`config.mk`:
```
export PLATFORM = sky130hd
export DESIGN_NAME = regfile_scoreboard
export DESIGN_NICKNAME = d
export VERILOG_FILES = /design/src/rtl/regfile_scoreboard.sv
export SDC_FILE = /design/constraint.sdc
export NUM_CORES = 2
export LEC_CHECK = 0
export CAP_MARGIN = 20
export CORE_MARGIN = 1.5
export CORE_UTILIZATION = 53
export CTS_BUF_LIST = sky130_fd_sc_hd__clkbuf_8
export CTS_CLUSTER_DIAMETER = 120
export DETAILED_ROUTE_END_ITERATION = 8
export PLACE_DENSITY = 0.77
export SYNTH_ARGS = -nofsm -noshare
export SYNTH_HDL_FRONTEND = slang
export SYNTH_SLANG_ARGS = --single-unit
```
`constraint.sdc`:
```
create_clock -name clk -period 7.12 [get_ports clk]
set_clock_uncertainty 0.2 [all_clocks]
set_input_delay 0.712 -clock clk [delete_from_list [all_inputs] [get_ports clk]]
set_output_delay 0.712 -clock clk [all_outputs]
set_load 0.01 [all_outputs]
```
`src/rtl/regfile_scoreboard.sv`:
```
// regfile_scoreboard: 2-read/1-write integer register file for the decode
// stage. Reads are combinational with a same-cycle writeback bypass. A
// per-register load-pending scoreboard raises stall_o when decode reads a
// register whose load data has not been written back yet.
module regfile_scoreboard #(
    parameter int DATA_W  = 32,
    parameter int ADDR_W  = 5,
    parameter int REG_NUM = 32
) (
    input  logic              clk,
    input  logic              rst_n,
    input  logic              re1_i,
    input  logic [ADDR_W-1:0] raddr1_i,
    output logic [DATA_W-1:0] rdata1_o,
    input  logic              re2_i,
    input  logic [ADDR_W-1:0] raddr2_i,
    output logic [DATA_W-1:0] rdata2_o,
    input  logic              we_i,
    input  logic [ADDR_W-1:0] waddr_i,
    input  logic [DATA_W-1:0] wdata_i,
    input  logic              ld_issue_i,
    input  logic [ADDR_W-1:0] ld_rd_i,
    input  logic              flush_i,
    output logic              stall_o
);

    logic [DATA_W-1:0]  regs [REG_NUM];
    logic [REG_NUM-1:0] pend;
    logic [REG_NUM-1:0] pend_next;
    logic               wr_live;
    logic               hit1;
    logic               hit2;
    logic               haz1;
    logic               haz2;

    // A writeback to x0 is discarded everywhere, so qualify it once.
    assign wr_live = we_i && (waddr_i != '0);

    // Register array: clear on reset, otherwise accept writeback data.
    always_ff @(posedge clk or negedge rst_n) begin
        if (!rst_n) begin
            for (int i = 0; i < REG_NUM; i++) begin
                regs[i] <= '0;
            end
        end else if (wr_live) begin
            regs[waddr_i] <= wdata_i;
        end
    end

    // Scoreboard next state: writeback clears first, then a newer load to the
    // same register sets it again; a flush wipes everything including the
    // load issued in the flushed cycle. x0 can never be pending.
    always_comb begin
        pend_next = pend;
        if (flush_i) begin
            pend_next = '0;
        end else begin
            if (wr_live) begin
                pend_next[waddr_i] = 1'b0;
            end
            if (ld_issue_i && (ld_rd_i != '0)) begin
                pend_next[ld_rd_i] = 1'b1;
            end
        end
        pend_next[0] = 1'b0;
    end

    // Scoreboard register.
    always_ff @(posedge clk or negedge rst_n) begin
        if (!rst_n) begin
            pend <= '0;
        end else begin
            pend <= pend_next;
        end
    end

    // Read ports, bypass detection and load-use hazard; all outputs are held
    // at zero while reset is asserted.
    always_comb begin
        hit1     = we_i && (waddr_i == raddr1_i);
        hit2     = we_i && (waddr_i == raddr2_i);
        haz1     = re1_i && (raddr1_i != '0) && pend[raddr1_i] && !hit1;
        haz2     = re2_i && (raddr2_i != '0) && pend[raddr2_i] && !hit2;
        rdata1_o = '0;
        rdata2_o = '0;
        stall_o  = 1'b0;
        if (rst_n) begin
            if (re1_i && (raddr1_i != '0)) begin
                rdata1_o = hit1 ? wdata_i : regs[raddr1_i];
            end
            if (re2_i && (raddr2_i != '0)) begin
                rdata2_o = hit2 ? wdata_i : regs[raddr2_i];
            end
            stall_o = haz1 || haz2;
        end
    end

endmodule

```
==> results.py <==
metrics = {
    "floorplanning": {
        "die_area_sq_um": 109000,
        "die_x_um": 330,
        "core_area_sq_um": 106000,
        "io_pins": 124,
        "start_util": 0.536,
        "die_h_um": 330,
        "num_rows": 119,
    },
    "timing": {
        "post-route-min-period_ns": 5.45,
        "max_freq_mhz": 183,
        "tns_ns": 0,
        "slew_viol_final": 0,
        "hold_viol": 0,
        "max_slew_margin": 0.260,
        "finalCritPeriodShare": 0.766,
        "worst_slew_pin_slew_ns": 1.11,
        "rsz0062_at_grt": "false",
        "setup-violations-final": 0,
    },
    "placed_design": {
        "hpwl_um": 98000,
        "port_buffers": 123,
        "dpl.cell_count": 4963,
        "place_congestion": 0.832,
    },
    "synthesis": {
        "yosysMostFrequentCell": "dfrtp_1",
        "synth-edff-count": 0,
        "synth_area_leaders": "dfrtp_1, mux4_2, mux2_2",
        "syn_inst": 3786,
        "ys_ff_latch": 1055,
        "synth_top_area_share": 0.467,
        "syn_avg_cell_area_sq_um": 14.9,
        "yosys.area_share.simple": 0.0220,
        "ys_top_cells_by_count": "dfrtp_1, mux2_2, mux4_2, clkbuf_1, a22oi_1",
        "synthArstFlopShare": 1.00,
        "yosysSeqAreaShare": 0.467,
        "synthAdderAreaFrac": 0,
        "synth_ff_type": "dfrtp_1",
        "muxShareOfSynthArea": 0.413,
        "synth-compound-area-share": 0.0600,
        "ys_warn_count": 0,
        "mappedNetlistArea_sq_um": 56600,
        "ys_types": 50,
        "synth_nets": 3845,
        "synth_top_family_by_area": "multiplexers",
        "synth-xor-area-share": 0.00168,
        "synth_largest_area_cell": "dfrtp_1",
    },
    "drt": {
        "wire_per_inst_um": 33.7,
        "drtIter0Drc": 5728,
        "routed_wl_um": 177000,
        "via_per_inst": 7.26,
        "drtAntennaViolNets": 0,
        "drc_errors": 10,
        "vias": 38255,
        "drtPass1Iterations": 9,
    },
    "power": {
        "leakagePower_nw": 26.5,
        "internal_power_mw": 11.9,
        "pwr-share-comb": 0.213,
        "p_switching_mw": 4.72,
        "peakVddDrop_mv": 0.153,
        "pwr-share-clk": 0.311,
        "swShare": 0.285,
        "power_density_nw_per_um2": 266,
        "pwr-share-seq": 0.476,
    },
    "cts": {
        "path_clk_slew_ns": 0.06,
        "tritoncts": "built",
        "insertion_delay_ns": 0.86,
        "cts_buffer_depth": 3,
        "cts_htree_levels": 4,
        "cts_sinks": 1055,
        "cts_resized": 0,
        "cts-root-buf": "clkbuf_8",
        "cts_buffers": 168,
    },
    "setup_path": {
        "path_common_cell": "clkdlybuf4s50_1",
        "critPathArrivalTime_ns": 4.54,
        "max_stage_delay_ns": 0.76,
        "crit_type": "in -> out",
        "end_kind": "output pin",
        "cp_max_fo": 21,
        "cp_slowest_cell": "clkdlybuf4s50_1",
        "required_ns": 6.21,
        "start_kind": "input pin",
        "path_cells": "clkdlybuf4s50_1 -> nor2b_4 -> buf_4 -> a22oi_1 -> a311o_1 -> a21oi_1 -> clkdlybuf4s50_1",
        "rrSetupSlack_ns": 6.04,
    },
    "finish": {
        "drive_above_1_share": 0.485,
        "finalNonFillerCells": 5266,
        "area_delta_synth_final_pct": 10.1,
        "nets": 3809,
    },
    "run_status": {
        "violations": "design-rule violations",
        "status": "complete, but fails checks",
    },
    "global_route": {
        "grt_pass1_wl_um": 260000,
        "grt_pass1_vias": 38203,
        "grt_max_degree": 164,
        "grt_usage": 0.330,
        "antenna_found_initial": 8,
        "grt_overflow": 0,
    },
    "flow_run": {
        "max_cap_violations": 0,
    },
    "min_path": {
        "holdCritPathClass": "reg -> reg",
    },
}
registers in the layout, indices dropped and copies added, names as in the netlist:
| register | flops |
|---|---|
| regs | 1024 |
| pend | 31 |
layer usage:
metal | GRT usage | share of wire
met1 | 0.465 | 0.38
met2 | 0.475 | 0.44
met3 | 0.0990 | 0.13
met4 | 0.146 | 0.047
met5 | 0 | 0.00041
power groups by stage:
stage	clock, mW	combinational [mW]	sequential [mW]
after global placement	0	3.40	7.85
after global routing	5.47	3.73	8.01
final	5.16	3.53	7.89
after floorplan	0	2.65	7.69
after detailed placement	0	3.48	7.95
after CTS	5.20	3.49	7.85
per-stage QoR:
stage	setup WS, ns	area (sq um)	utilization	hold WS [ns]	total power [mW]
after floorplan	3.77	56600	-	0.216	10.3
after global placement	1.89	58800	0.557	0.176	11.3
after detailed placement	1.83	58800	0.557	0.182	11.4
after CTS	1.81	62100	0.588	0.196	16.5
after global routing	1.62	62300	0.590	0.204	17.2
final	1.67	62300	0.590	0.190	16.6
final cells by class:
cell class	count	area (sq um)
inverters	3	12.5
repair buffers	244	2450
flip-flops and latches	1055	26400
fillers	7790	43300
well taps	1391	1740
diodes	3	7.51
clock buffers	214	2950
clock inverters	78	347
multi-input cells	2278	28400
critical path, delay by kind of cell:
kind,cells,cell delay (ns)
and+or+nand+nor,1,0.74
buffers and inverters,3,1.94
AOI/OAI and AO/OA,3,1.11
worst paths after layout:
check                            start      endpoint  cells past startpoint
max                        raddr2_i[4]  rdata2_o[20]                      7
min                         regs[1001]    regs[1001]                      0
max reg2reg                   pend[29]      pend[29]                      3
min reg2reg                 regs[1001]    regs[1001]                      0
max in group asynchronous        rst_n      regs[72]                      5
min in group asynchronous        rst_n     regs[472]                      2
cells in the final DEF, fill, tap and decap left out, drive strengths merged, types with 2 or more instances in the layout:
cell type	Yosys	layout
or2	3	3
o22a	13	13
diode	0	3
nor2	75	75
a32oi	2	2
nor2b	30	30
nor3	26	26
o211ai	66	66
or4	2	2
a22oi	120	120
and2	17	17
buf	187	128
a221oi	65	65
a32o	32	32
clkinv	0	15
and3	2	2
o21ai	81	81
o32ai	13	13
dfrtp	1055	1055
clkdlybuf4s50	0	113
nand2	83	83
nand4	3	3
nand3	10	10
clkinvlp	0	3
xnor2	6	6
a311o	13	13
o22ai	22	22
inv	3	63
mux4	527	527
xor2	4	4
mux2i	32	32
nor3b	2	2
clkbuf	263	216
mux2	993	993
a21oi	24	24
nand2b	8	8
kinds of logic (layout without fill, tap and decap cells):
family,count (synthesis),after routing
muxes,1552,1552
DFF,1055,1055
buffers and inverters,453,539
AOI/OAI and AO/OA,452,452
and+or+nand+nor,264,264
xor gates and xnor gates,10,10
other,0,3
timing repair:
item                                   4_1_cts  5_1_grt
buffers inserted                             0        0
endpoints found under the hold margin       63        0
hold buffers                                 1        0
No activity file was read; power rests on OpenSTA's default activity.
